<file path="src/rtl/imm_ext_pkg.sv">
// Shared definitions for the immediate-extension pipeline stage:
// extension mode encodings and skid-buffer state encoding.
package imm_ext_pkg;

  localparam logic [1:0] IMM_SEXT   = 2'b00;
  localparam logic [1:0] IMM_ZEXT   = 2'b01;
  localparam logic [1:0] IMM_UPPER  = 2'b10;
  localparam logic [1:0] IMM_BRANCH = 2'b11;

  typedef enum logic [1:0] {
    ST_EMPTY = 2'b00,
    ST_ONE   = 2'b01,
    ST_FULL  = 2'b10
  } skid_state_e;

endpackage

</file>
<file path="src/rtl/imm_extend_core.sv">
// Combinational immediate extender: maps a raw IN_WIDTH immediate and a
// 2-bit mode onto an OUT_WIDTH value (sign, zero, upper, branch offset).
module imm_extend_core
  import imm_ext_pkg::*;
#(
  parameter int IN_WIDTH  = 16,
  parameter int OUT_WIDTH = 32
) (
  input  logic [IN_WIDTH-1:0]  imm,
  input  logic [1:0]           mode,
  output logic [OUT_WIDTH-1:0] ext
);

  localparam int EXT_W = OUT_WIDTH - IN_WIDTH;

  logic [OUT_WIDTH-1:0] sext_s;

  assign sext_s = {{EXT_W{imm[IN_WIDTH-1]}}, imm};

  // Select the extension flavour; branch offsets are word-aligned sign extensions.
  always_comb begin
    ext = '0;
    case (mode)
      IMM_SEXT:   ext = sext_s;
      IMM_ZEXT:   ext = {{EXT_W{1'b0}}, imm};
      IMM_UPPER:  ext = {imm, {EXT_W{1'b0}}};
      IMM_BRANCH: ext = {sext_s[OUT_WIDTH-3:0], 2'b00};
      default:    ext = sext_s;
    endcase
  end

endmodule

</file>
<file path="src/rtl/imm_extend_pipe.sv">
// Registered immediate-extension stage with a valid/ready handshake through a
// main output register plus one skid register, and a synchronous flush.
module imm_extend_pipe
  import imm_ext_pkg::*;
#(
  parameter int IN_WIDTH  = 16,
  parameter int OUT_WIDTH = 32,
  parameter int TAG_WIDTH = 5
) (
  input  logic                 Clk,
  input  logic                 Reset_n,
  input  logic                 Flush,
  input  logic                 In_Valid,
  output logic                 In_Ready,
  input  logic [IN_WIDTH-1:0]  In_Imm,
  input  logic [1:0]           In_Mode,
  input  logic [TAG_WIDTH-1:0] In_Tag,
  output logic                 Out_Valid,
  input  logic                 Out_Ready,
  output logic [OUT_WIDTH-1:0] Out_Imm,
  output logic [TAG_WIDTH-1:0] Out_Tag
);

  if (OUT_WIDTH < IN_WIDTH + 2) begin : g_width_chk
    $fatal(1, "imm_extend_pipe: OUT_WIDTH must be >= IN_WIDTH+2");
  end

  skid_state_e          state_r, next_state_s;
  logic                 in_ready_r, out_valid_r;
  logic [OUT_WIDTH-1:0] main_imm_r, skid_imm_r, ext_s;
  logic [TAG_WIDTH-1:0] main_tag_r, skid_tag_r;
  logic                 in_xfer_s, out_xfer_s;
  logic                 load_main_s, load_skid_s, main_from_skid_s;

  imm_extend_core #(
    .IN_WIDTH  (IN_WIDTH),
    .OUT_WIDTH (OUT_WIDTH)
  ) u_core (
    .imm  (In_Imm),
    .mode (In_Mode),
    .ext  (ext_s)
  );

  assign in_xfer_s  = In_Valid && in_ready_r;
  assign out_xfer_s = out_valid_r && Out_Ready;

  // Next-state and storage-load decisions; flush overrides every transfer.
  always_comb begin
    next_state_s     = state_r;
    load_main_s      = 1'b0;
    load_skid_s      = 1'b0;
    main_from_skid_s = 1'b0;
    if (Flush) begin
      next_state_s = ST_EMPTY;
    end else begin
      case (state_r)
        ST_EMPTY: begin
          if (in_xfer_s) begin
            load_main_s  = 1'b1;
            next_state_s = ST_ONE;
          end else begin
            next_state_s = ST_EMPTY;
          end
        end
        ST_ONE: begin
          if (in_xfer_s && out_xfer_s) begin
            load_main_s  = 1'b1;
            next_state_s = ST_ONE;
          end else if (out_xfer_s) begin
            next_state_s = ST_EMPTY;
          end else if (in_xfer_s) begin
            load_skid_s  = 1'b1;
            next_state_s = ST_FULL;
          end else begin
            next_state_s = ST_ONE;
          end
        end
        ST_FULL: begin
          if (out_xfer_s) begin
            load_main_s      = 1'b1;
            main_from_skid_s = 1'b1;
            next_state_s     = ST_ONE;
          end else begin
            next_state_s = ST_FULL;
          end
        end
        default: next_state_s = ST_EMPTY;
      endcase
    end
  end

  // State, handshake flags and data storage; flags are precomputed from next state.
  always_ff @(posedge Clk or negedge Reset_n) begin
    if (!Reset_n) begin
      state_r     <= ST_EMPTY;
      in_ready_r  <= 1'b1;
      out_valid_r <= 1'b0;
      main_imm_r  <= '0;
      main_tag_r  <= '0;
      skid_imm_r  <= '0;
      skid_tag_r  <= '0;
    end else begin
      state_r     <= next_state_s;
      in_ready_r  <= (next_state_s != ST_FULL);
      out_valid_r <= (next_state_s != ST_EMPTY);
      if (load_main_s) begin
        main_imm_r <= main_from_skid_s ? skid_imm_r : ext_s;
        main_tag_r <= main_from_skid_s ? skid_tag_r : In_Tag;
      end
      if (load_skid_s) begin
        skid_imm_r <= ext_s;
        skid_tag_r <= In_Tag;
      end
    end
  end

  assign In_Ready  = in_ready_r;
  assign Out_Valid = out_valid_r;
  assign Out_Imm   = main_imm_r;
  assign Out_Tag   = main_tag_r;

endmodule

</file>
<file path="config.mk">
export PLATFORM = sky130hd
export DESIGN_NAME = imm_extend_pipe
export DESIGN_NICKNAME = d
export VERILOG_FILES = /design/src/rtl/imm_ext_pkg.sv /design/src/rtl/imm_extend_core.sv /design/src/rtl/imm_extend_pipe.sv
export SDC_FILE = /design/constraint.sdc
export NUM_CORES = 1
export LEC_CHECK = 0
export BUFFER_PORTS_ARGS = -buffer_cell sky130_fd_sc_hd__buf_4
export CORE_UTILIZATION = 51
export DETAILED_ROUTE_END_ITERATION = 8
export GPL_ROUTABILITY_DRIVEN = 1
export PLACE_DENSITY = 0.81
export SETUP_SLACK_MARGIN = 0.3
export SLEW_MARGIN = 20
export SYNTH_ARGS = -nofsm -noshare
export SYNTH_HDL_FRONTEND = slang
export SYNTH_HIERARCHICAL = 1
export SYNTH_SLANG_ARGS = --single-unit
export TNS_END_PERCENT = 5
</file>
<file path="constraint.sdc">
create_clock -name Clk -period 1.9 [get_ports Clk]
set_clock_uncertainty 0.05 [all_clocks]
set_input_delay 0.095 -clock Clk [delete_from_list [all_inputs] [get_ports Clk]]
set_output_delay 0.095 -clock Clk [all_outputs]
set_load 0.1 [all_outputs]
</file>
Word level (Yosys, flattened, before mapping)
Index checks and enable logic that the tools add are counted.
{"block": "word_totals", "reg_bits": 78, "in_bits": 28}
{"block": "classes", "n_eq_ne": 6, "n_reduce_logical": 6, "n_mux": 21}
{"operator": "32-bit case mux with 4 select lines", "n": 1}
{"operator": "32-bit two-way mux", "n": 1}
{"operator": "1-bit two-way mux", "n": 11}
{"operator": "2-bit two-way mux", "n": 5}
{"operator": "2-bit == test (second input constant)", "n": 3}
{"operator": "2-bit case mux with 3 select lines", "n": 1}
{"operator": "5-bit two-way mux", "n": 1}
{"operator": "2-bit by 1-bit == test with 1-bit output (second input constant)", "n": 2}
{"operator": "2-bit zero test", "n": 2}
{"operator": "1-bit logical AND", "n": 3}
{"operator": "1-bit case mux with 3 select lines", "n": 1}
{"operator": "2-bit inequality test (second input constant)", "n": 1}
{"operator": "2-bit nonzero test", "n": 1}

Depth between registers and ports, before layout
Gate-level depths: netlist of run 1.
{"block": "logic_depth", "depth_word": 7, "depth_mapped": 9, "depth_no_buf": 7}

By module
Netlist of run 1, hierarchy kept.
{"module": "imm_extend_pipe", "cells_each": 259, "n_inst": 1, "seq_area_each_um2": 1953.1, "area_per_inst_um2": 3440.8}
{"module": "imm_extend_core", "cells_each": 60, "n_inst": 1, "seq_area_each_um2": 0.0, "area_per_inst_um2": 511.7}

Worst setup path after synthesis of run 1
OpenSTA, ideal clock, no wires.
{"block": "synth_path", "path_type": "register to register", "startpoint": "register out_valid_r, in the netlist Out_Valid", "endpoint": "register skid_imm_r[12]", "path_slack_ns": -0.400, "t_arrival_ns": 2.123, "period_less_slack_ns": 2.300, "stages_incl_launch_ff": 7, "path_buffers": 2, "cell_sequence": "dfrtp_1 -> nand2_1 -> ha_1 -> and4bb_1 -> buf_4 -> buf_6 -> mux2_1"}
{"block": "synth_between", "elab_chain_cells": 5}
{"element": "from (decl)", "line": "imm_extend_pipe.sv:29", "rtl": "logic in_ready_r, out_valid_r;"}
{"element": "from (signal assigned)", "line": "imm_extend_pipe.sv:105", "rtl": "out_valid_r <= (next_state_s != ST_EMPTY);"}
{"element": "1-bit logical AND *", "line": "imm_extend_pipe.sv:45", "rtl": "assign out_xfer_s = out_valid_r && Out_Ready;"}
{"element": "1-bit two-way mux / 1-bit logical AND (equally long branches)", "line": "imm_extend_pipe.sv:69, imm_extend_pipe.sv:66"}
{"element": "1-bit two-way mux *", "line": "imm_extend_pipe.sv:66", "rtl": "if (in_xfer_s && out_xfer_s) begin"}
{"element": "1-bit two-way mux *", "line": "imm_extend_pipe.sv:56", "rtl": "case (state_r)"}
{"element": "1-bit two-way mux *", "line": "imm_extend_pipe.sv:53", "rtl": "if (Flush) begin"}
{"element": "to (signal assigned)", "line": "imm_extend_pipe.sv:111", "rtl": "skid_imm_r <= ext_s;"}
{"element": "to (decl)", "line": "imm_extend_pipe.sv:30", "rtl": "logic [OUT_WIDTH-1:0] main_imm_r, skid_imm_r, ext_s;"}
Every way passes the cells marked *; elsewhere a longest branch is shown, timed or not.
A chain may end at the register's enable or synchronous reset.

Final worst setup path of run 1
{"block": "layout_path", "startpoint": "register in_ready_r, in the netlist In_Ready", "endpoint": "register main_imm_r[5], in the netlist Out_Imm[5]"}
{"block": "layout_between", "elab_chain_cells": 5}
{"element": "from (decl)", "line": "imm_extend_pipe.sv:29"}
{"element": "from (signal assigned)", "line": "imm_extend_pipe.sv:104", "rtl": "in_ready_r <= (next_state_s != ST_FULL);"}
{"element": "1-bit logical AND *", "line": "imm_extend_pipe.sv:44", "rtl": "assign in_xfer_s = In_Valid && in_ready_r;"}
{"element": "1-bit logical AND", "line": "imm_extend_pipe.sv:66"}
{"element": "1-bit two-way mux", "line": "imm_extend_pipe.sv:66"}
{"element": "1-bit case mux with 3 select lines *", "line": "imm_extend_pipe.sv:56"}
{"element": "1-bit two-way mux *", "line": "imm_extend_pipe.sv:53"}
{"element": "to (signal assigned)", "line": "imm_extend_pipe.sv:107", "rtl": "main_imm_r <= main_from_skid_s ? skid_imm_r : ext_s;"}
{"element": "to (decl)", "line": "imm_extend_pipe.sv:30"}
Marks and branches as above.

==> flow_summary.json, run 1 <==
{
  "status": "finished with violations",
  "violations": "negative setup slack",
  "dp_hpwl_mm": 5.812,
  "die_area_sq_um": 8106,
  "synth_seq_area_share_pct": 49.41,
  "arrival_ps": 2150,
  "cts_buffers": 9,
  "num_antenna_cells": 0,
  "area_growth_pct": 27.45,
  "fin_util_pct": 68.35,
  "r2r_end": "Out_Imm[5]$_DFFE_PN0P_",
  "totalWireLength_mm": 9.008,
  "grt_setup_unrepaired": "true",
  "grt_pass1_wl_mm": 13.81,
  "slew_viol_final": 0,
  "rows": 31,
  "setup_slack_ps": -4.965,
  "rr_startpoint": "In_Ready$_DFF_PN1_",
  "synth_cells": 319,
  "tns_ps": -4.965,
  "maxSlewHeadroom_pct": 62.65,
  "path_clk_slew_ps": 80,
  "wl_per_cell_um": 18.16,
  "start_util_pct": 53.63,
  "detail-route-antenna-nets": 0,
  "die_x_um": 90.04,
  "fmaxAchievable_mhz": 524.9,
  "crit_type": "flip-flop to flip-flop",
  "ctsRootBufferMaster": "clkbuf_8",
  "setup_viol_count_final": 1,
  "gr-total-overflow": 0,
  "first_pass_iters": 4,
  "avgSynthCellArea_sq_um": 12.39,
  "cap_viol_max_count": 0,
  "min_period_ps": 1905,
  "io_pins": 67,
  "holdWs_ps": 96.09,
  "finalPower_uw": 7264,
  "cts_tree": "built",
  "yosysWarnings": 6,
  "critPathRequiredTime_ps": 2140,
  "cts_sinks": 78,
  "drive_above_1_share_pct": 44.33,
  "grt_pass1_vias": 2648,
  "clock_path_buffers": 2,
  "nets": 423,
  "cts_max_level": 3,
  "gp_routability_congestion": 0.7814,
  "core_sq_um": 7370,
  "drc": 0,
  "syn_area_sq_um": 3953,
  "via_per_inst": 5.532,
  "grt_max_degree": 44,
  "fillers": 553,
  "dp_slack_ps": -1.833,
  "hold_viol": 0,
  "initialDrtViolationCount": 175,
  "reg2reg_depth": 8,
  "ys_types": 39,
  "cp-start-kind": "flip-flop",
  "holdPathEnd": "skid_imm_r[13]$_DFFE_PN0P_",
  "ys_seq_elements": 78,
  "power_density_nw_per_um2": 1442,
  "grtUsageTotal_pct": 21.86,
  "min_from": "In_Imm[11]",
  "synth_nets": 349,
  "clk_latency_ps": 350,
  "worst_pin_slew_ps": 560.3,
  "worstPathMaxFanout": 10,
  "end_kind": "flip-flop",
  "portBuffers": 66,
  "static-leakage-power_uw": 0.002516,
  "vias": 2744,
  "reg2reg_slack_ps": -5,
  "antenna_found_initial": 0,
  "die_height_um": 90.04,
  "min_path_type": "input port to flip-flop",
  "hold_depth": 3,
  "vdd_drop_max_mv": 0.8866,
  "fin_crit_sh_pct": 100.3
}
registers in the layout (all words and copies together), names as in the netlist:
name        count
skid_tag_r      5
Out_Imm        32
state_r         2
In_Ready        1
Out_Tag         5
skid_imm_r     32
Out_Valid       1
metrics by stage:
step	cell area, sq um	std cells
after floorplan	4065	319
after global placement	4566	467
after detailed placement	4566	467
after CTS	4862	490
after global routing	5037	496
final	5037	496
synthesized netlist by cell type (all sizes together):
cell | number | share of area [%]
dfrtp | 77 | 49
mux2i | 52 | 13
a21oi | 37 | 6.9
mux2 | 37 | 11
nor2 | 37 | 3.5
buf | 21 | 5.1
o21ai | 15 | 2.0
a22o | 14 | 3.2
inv | 3 | 0.28
nand2 | 3 | 0.47
and2 | 2 | 0.38
and2b | 2 | 0.44
clkbuf | 2 | 0.54
ha | 2 | 0.63
nand3 | 2 | 0.57
nand3b | 2 | 0.38
a21boi | 1 | 0.19
a21o | 1 | 0.19
a31o | 1 | 0.22
a31oi | 1 | 0.16
and4bb | 1 | 0.32
clkdlybuf4s15 | 1 | 0.28
dfstp | 1 | 0.66
nand2b | 1 | 0.16
nand4b | 1 | 0.22
nand4bb | 1 | 0.28
nor3b | 1 | 0.47
critical path, stage by stage (launching register included):
cell and delay, ps:
dfstp_4 620, and2_4 150, ha_1 140, nand3b_1 120
a31oi_4 250, buf_6 170, clkbuf_16 160, nor2_1 60
a21oi_2 100
cell usage in the layout (no fill, tap or decap), types with 6 or more instances in the layout:
master | synthesis | routed
dfrtp_1 | 77 | 76
buf_4 | 5 | 68
mux2i_1 | 52 | 52
mux2_4 | 0 | 36
nor2_1 | 37 | 34
a21oi_2 | 23 | 23
a21oi_1 | 14 | 14
a22o_1 | 11 | 11
clkbuf_8 | 1 | 9
o21ai_0 | 8 | 8
dlygate4sd3_1 | 0 | 7
o21ai_1 | 6 | 6
worst max-delay path by stage:
stage / startpoint / to / slack, ps / cells past startpoint
after global routing: In_Ready$_DFF_PN1_ / Out_Imm[5]$_DFFE_PN0P_ / -80 / 8
after CTS: In_Ready$_DFF_PN1_ / skid_tag_r[2]$_DFFE_PN0P_ / 1 / 5
final: In_Ready$_DFF_PN1_ / Out_Imm[5]$_DFFE_PN0P_ / -5 / 8
after global placement: In_Ready$_DFF_PN1_ / skid_tag_r[4]$_DFFE_PN0P_ / 40 / 5
after floorplan: In_Ready$_DFF_PN1_ / skid_imm_r[11]$_DFFE_PN0P_ / -160 / 6
after detailed placement: In_Ready$_DFF_PN1_ / skid_imm_r[4]$_DFFE_PN0P_ / -2 / 5
cells by family (layout without fill, tap and decap cells):
kind of cell | after synthesis | in the layout | synth area share [%]
simple gates | 53 | 53 | 7.218
buf+inv | 27 | 105 | 6.205
fa+ha+maj | 2 | 2 | 0.6330
flops | 78 | 78 | 49.41
mux | 89 | 89 | 23.71
compound gates | 70 | 70 | 12.82
per-layer routing:
layer	part of all wire (%)	GRT usage (%)	wire, um	up-vias
met3	4.4	3.892	399	12
met2	47	32.95	4241	84
met1	47	31.30	4253	1364
met4	1.3	8.871	113	0
li1	-	-	-	1284
met5	0	0	0	-
final cells by class:
cell class	count	area [sq um]	area share, %
inverters	3	11.26	0.2235
clock inverters	6	63.81	1.267
repair buffers	87	820.8	16.29
flip-flops and latches	78	1961	38.92
multi-input cells	214	1933	38.38
clock buffers	9	123.9	2.459
well taps	99	123.9	2.459
timing repair:
action | in CTS | in global routing
resized for setup | 4 | 21
hold buffers | 7 | 0
endpoints found under the hold margin | 47 | 0
cloned | 1 | 4
setup endpoints to repair | 77 | 77
pin swaps | 0 | 1
setup buffers | 0 | 2
where the power goes:
group / switching, uW / internal [uW]
clock: 616 / 596
sequential: 343 / 2230
combinational: 2390 / 1080
(Power assumes the default switching activity.)
==> run 2: changes to the inputs <==
--- a/config.mk
+++ b/config.mk
@@ -6,6 +6,7 @@
 export NUM_CORES = 1
 export LEC_CHECK = 0
 export BUFFER_PORTS_ARGS = -buffer_cell sky130_fd_sc_hd__buf_4
+export CORE_ASPECT_RATIO = 1.5
 export CORE_UTILIZATION = 51
 export DETAILED_ROUTE_END_ITERATION = 8
 export GPL_ROUTABILITY_DRIVEN = 1
==> flow_summary.json, run 2 (synthesis results as in run 1) <==
{
  "status": "finished with violations",
  "violations": "design-rule violations",
  "grt_setup_unrepaired": "true",
  "end_kind": "flip-flop",
  "maxSlewHeadroom_pct": 50.87,
  "critical_path_buf_inv_count": 1,
  "setup_slack_ps": 11.64,
  "start_util_pct": 52.26,
  "dr_wl_met2_mm": 4.348,
  "die_height_um": 109.8,
  "cp-start-kind": "flip-flop",
  "reg2reg_depth": 5,
  "nets": 424,
  "via_per_inst": 5.402,
  "die_x_um": 73.88,
  "cap_viol_max_count": 0,
  "met1Wirelength_mm": 3.684,
  "num_antenna_cells": 0,
  "grt_max_degree": 59,
  "crit_family": "flip-flops",
  "path_cells": "and2_4, ha_4, and4bb_4, buf_12, mux2_2",
  "clk_latency_ps": 340,
  "vdd_drop_max_mv": 0.8780,
  "rr_startpoint": "In_Ready$_DFF_PN1_",
  "cts_tree": "built",
  "slew_viol_final": 0,
  "static-leakage-power_uw": 0.002549,
  "min_period_ps": 1888,
  "worst_pin_slew_ps": 736.9,
  "drive_above_1_share_pct": 43.97,
  "gr-total-overflow": 0,
  "die_area_sq_um": 8114,
  "holdWs_ps": 33.99,
  "critPathRequiredTime_ps": 2070,
  "vias": 2701,
  "fmaxAchievable_mhz": 529.6,
  "first_pass_iters": 6,
  "rows": 39,
  "ctsRootBufferMaster": "clkbuf_16",
  "fin_crit_sh_pct": 99.39,
  "min_path_type": "input port to flip-flop",
  "crit_end": "skid_imm_r[7]$_DFFE_PN0P_",
  "power_density_nw_per_um2": 1520,
  "grt_pass1_wl_mm": 12.77,
  "grtUsageTotal_pct": 21.27,
  "cp.depth": 5,
  "gp_routability_congestion": 0.8357,
  "antenna_found_initial": 0,
  "initialDrtViolationCount": 100,
  "dp_hpwl_mm": 5.455,
  "reg2reg_slack_ps": 10,
  "core_sq_um": 7564,
  "cts_buffers": 9,
  "worstPathMaxFanout": 14,
  "layout_common_cells": "76 x dfrtp_1, 71 x buf_4, 52 x mux2i_1",
  "r2r_end": "skid_imm_r[7]$_DFFE_PN0P_",
  "clock_path_buffers": 2,
  "wl_per_cell_um": 17.02,
  "detail-route-antenna-nets": 0,
  "hold_viol": 0,
  "tns_ps": 0,
  "totalWireLength_mm": 8.510,
  "wl_met3_um": 314,
  "cts_sinks": 78,
  "cts_max_level": 3,
  "final_common_cell": "dfrtp_1",
  "cp_slowest_cell": "dfstp_4",
  "io_pins": 67,
  "highest_layer": "met4",
  "dp_slack_ps": -8.466,
  "crit_start": "In_Ready$_DFF_PN1_",
  "cp_slowest_stage_delay_ps": 610,
  "grt_pass1_vias": 2536,
  "arrival_ps": 2060,
  "setup_viol_count_final": 0,
  "path_clk_slew_ps": 60,
  "crit_type": "flip-flop to flip-flop",
  "portBuffers": 66,
  "area_growth_pct": 29.09,
  "drc": 4
}
-- run 2: area by class of cell --
cell class                      count  area, sq um
Multi-Input combinational cell    214         1869
Fill cell                         567         2461
Clock buffer                       11        252.7
Timing Repair Buffer               88        810.8
Clock inverter                      4        70.07
Sequential cell                    78         1961
Inverter                            3        11.26
Tap cell                          102        127.6
-- run 2: timing repair --
item	4_1_cts	5_1_grt
resized for setup	1	3
cloned	0	4
hold buffers	6	0
buffers inserted	0	2
hold endpoints to repair	60	0
setup endpoints to repair	77	77
-- run 2: how the worst min path moves through the flow --
stage,to,cells after the start,from
CTS,In_Ready$_DFF_PN1_,3,Flush
floorplan,Out_Imm[0]$_DFFE_PN0P_,0,Reset_n
finish,In_Ready$_DFF_PN1_,3,Flush
global placement,Out_Imm[12]$_DFFE_PN0P_,1,Reset_n
global route,In_Ready$_DFF_PN1_,3,Flush
detailed placement,Out_Imm[12]$_DFFE_PN0P_,1,Reset_n
-- run 2: stage by stage --
stage	instances	cell area (sq um)	power [uW]	utilization, %
detailed placement	473	4604	5866	60.88
global route	500	5102	8072	67.46
floorplan	319	4065	5186	-
global placement	473	4604	5799	60.88
CTS	494	4991	7738	65.99
finish	500	5102	7756	67.46
-- run 2: power by group --
| part | total (uW) | leakage [uW] | internal, uW | switching (uW) |
|---|---|---|---|---|
| Clock | 1840 | 0.000161 | 1210 | 633 |
| Sequential | 2560 | 0.000932 | 2240 | 322 |
| Combinational | 3360 | 0.00146 | 998 | 2360 |
| Total | 7760 | 0.00255 | 4440 | 3310 |
-- run 2: worst register-to-register path, cell delays in order, from the launching register on --
cell	delay, ps
dfstp_4	610
and2_4	150
ha_4	120
and4bb_4	320
buf_12	170
mux2_2	350
-- run 2: metal layers --
metal	track usage (%)	up-vias
met2	34.14	67
met4	9.203	0
li1	-	1283
met5	0	-
met1	27.22	1337
met3	5.041	14
==> run 3: changes to the inputs <==
--- a/config.mk
+++ b/config.mk
@@ -11,6 +11,7 @@
 export DETAILED_ROUTE_END_ITERATION = 8
 export GPL_ROUTABILITY_DRIVEN = 1
 export PLACE_DENSITY = 0.81
+export REMOVE_ABC_BUFFERS = 1
 export SETUP_SLACK_MARGIN = 0.3
 export SLEW_MARGIN = 20
 export SYNTH_ARGS = -nofsm -noshare
==> flow_summary.json, run 3 (synthesis results as in run 1) <==
{
  "die_x_um": 73.88,
  "cap_viol_max_count": 0,
  "gr-usage-met1_pct": 31.42,
  "setup_slack_ps": 7.852,
  "gp_routability_congestion": 0.7831,
  "grt_setup_unrepaired": "true",
  "totalWireLength_mm": 9.628,
  "first_pass_iters": 4,
  "antenna_found_initial": 0,
  "cp_slowest_cell": "dfstp_2",
  "path_clk_slew_ps": 50,
  "busiest_layer": "met2",
  "grt_pass1_vias": 2791,
  "stdcell_area_sq_um": 5231,
  "start_util_pct": 52.26,
  "crit_family": "flip-flops",
  "clock_path_buffers": 2,
  "instances_no_fill": 506,
  "cts_buffers": 9,
  "status": "complete, no violations",
  "cp_slowest_stage_delay_ps": 530,
  "detail-route-antenna-nets": 0,
  "setup_viol_count_final": 0,
  "io_pins": 67,
  "grt_max_degree": 44,
  "fmaxAchievable_mhz": 528.5,
  "place_inst": 471,
  "nets": 431,
  "rows": 39,
  "clk_latency_ps": 340,
  "worstPathMaxFanout": 7,
  "drive_above_1_share_pct": 44.55,
  "grtUsageMet2_pct": 38.86,
  "dp_hpwl_mm": 5.337,
  "critPathRequiredTime_ps": 2070,
  "initialDrtViolationCount": 170,
  "hold_viol": 0,
  "die_area_sq_um": 8114,
  "path_cells": "and2_4, ha_4, and4bb_4, buf_4, buf_6, buf_12, mux2_4",
  "dp_slack_ps": 26.38,
  "critical_path_buf_inv_count": 3,
  "place_area_sq_um": 4479,
  "end_kind": "flip-flop",
  "gr-total-overflow": 0,
  "maxSlewHeadroom_pct": 61.57,
  "cts_sinks": 78,
  "power_density_nw_per_um2": 1455,
  "use_met3_pct": 5.683,
  "fin_crit_sh_pct": 99.59,
  "cts_tree": "built",
  "cts_max_level": 3,
  "crit_type": "flip-flop to flip-flop",
  "core_sq_um": 7564,
  "grtUsageTotal_pct": 24.11,
  "cp-start-kind": "flip-flop",
  "static-leakage-power_uw": 0.002619,
  "worst_pin_slew_ps": 576.4,
  "slew_viol_final": 0,
  "final_common_cell": "dfrtp_1",
  "arrival_ps": 2060,
  "die_height_um": 109.8,
  "layout_common_cells": "77 x dfrtp_1, 70 x buf_4, 52 x mux2i_1",
  "grt_pass1_wl_mm": 14.34,
  "drc": 0,
  "num_antenna_cells": 0,
  "vdd_drop_max_mv": 0.8075,
  "area_growth_pct": 32.35,
  "min_period_ps": 1892,
  "vias": 2849,
  "wl_per_cell_um": 19.03,
  "portBuffers": 66,
  "via_per_inst": 5.630,
  "ctsRootBufferMaster": "clkbuf_16",
  "min_path_type": "input port to flip-flop"
}
## run 3: cell types whose count changed in the layout (fill, tap and decap cells not counted), sizes merged
cell / before / now
buf: 79 / 87
bufinv: 2 / 0
## run 3: per-layer routing
layer | vias up | share of wire (%)
met5 | - | 0
li1 | 1296 | -
met2 | 92 | 54
met1 | 1450 | 40
met3 | 11 | 4.7
met4 | 0 | 1.8
## run 3: what timing repair did
action                                 4_1_cts  5_1_grt
gates resized for setup                     41       14
pin swaps                                    0        1
cloned                                       4        3
endpoints found under the hold margin       47        0
setup endpoints to repair                   74       74
hold buffers                                 6        0
buffers inserted                             6        2
## run 3: per-stage QoR
stage	setup TNS, ps	hold slack (ps)	total power [uW]	utilization, %
finish	0	44.72	7611	69.16
global route	-417.6	67.30	7919	69.16
CTS	0	29.65	7505	67.51
detailed placement	0	68.25	5749	59.22
global placement	0	66.65	5659	59.22
floorplan	-166600	-250.6	5019	-
## run 3: area by class of cell
cell class,instances,area (sq um)
multi-input cells,214,1934
clock buffers,12,246.5
inverters,3,11.26
flip-flops and latches,78,1953
well taps,102,127.6
repair buffers,95,948.4
clock inverters,2,10.01
fillers,534,2332
## run 3: worst min-delay path: cells and delay by family
kind / cells / cell delay (ps)
buffers and inverters: 2 / 170
AO/OA/AOI/OAI: 1 / 130
## run 3: worst paths after layout
| check | from | to | slack [ps] | depth (start not counted) |
|---|---|---|---|---|
| max | In_Ready$_DFF_PN1_ | skid_imm_r[28]$_DFFE_PN0P_ | 8 | 7 |
| max in group asynchronous | Reset_n | In_Ready$_DFF_PN1_ | 880 | 3 |
| min | Flush | state_r[0]$_DFF_PN0_ | 40 | 3 |
| min reg2reg | skid_imm_r[9]$_DFFE_PN0P_ | skid_imm_r[9]$_DFFE_PN0P_ | 460 | 1 |
| min in group asynchronous | Reset_n | Out_Imm[1]$_DFFE_PN0P_ | 250 | 2 |
| max reg2reg | In_Ready$_DFF_PN1_ | skid_imm_r[28]$_DFFE_PN0P_ | 8 | 7 |
## run 3: where the power goes
group	internal, uW	leakage (uW)	switching (uW)	total (uW)
Sequential	2240	0.000934	344	2580
Combinational	1100	0.00156	2410	3510
Clock	900	0.000128	617	1520
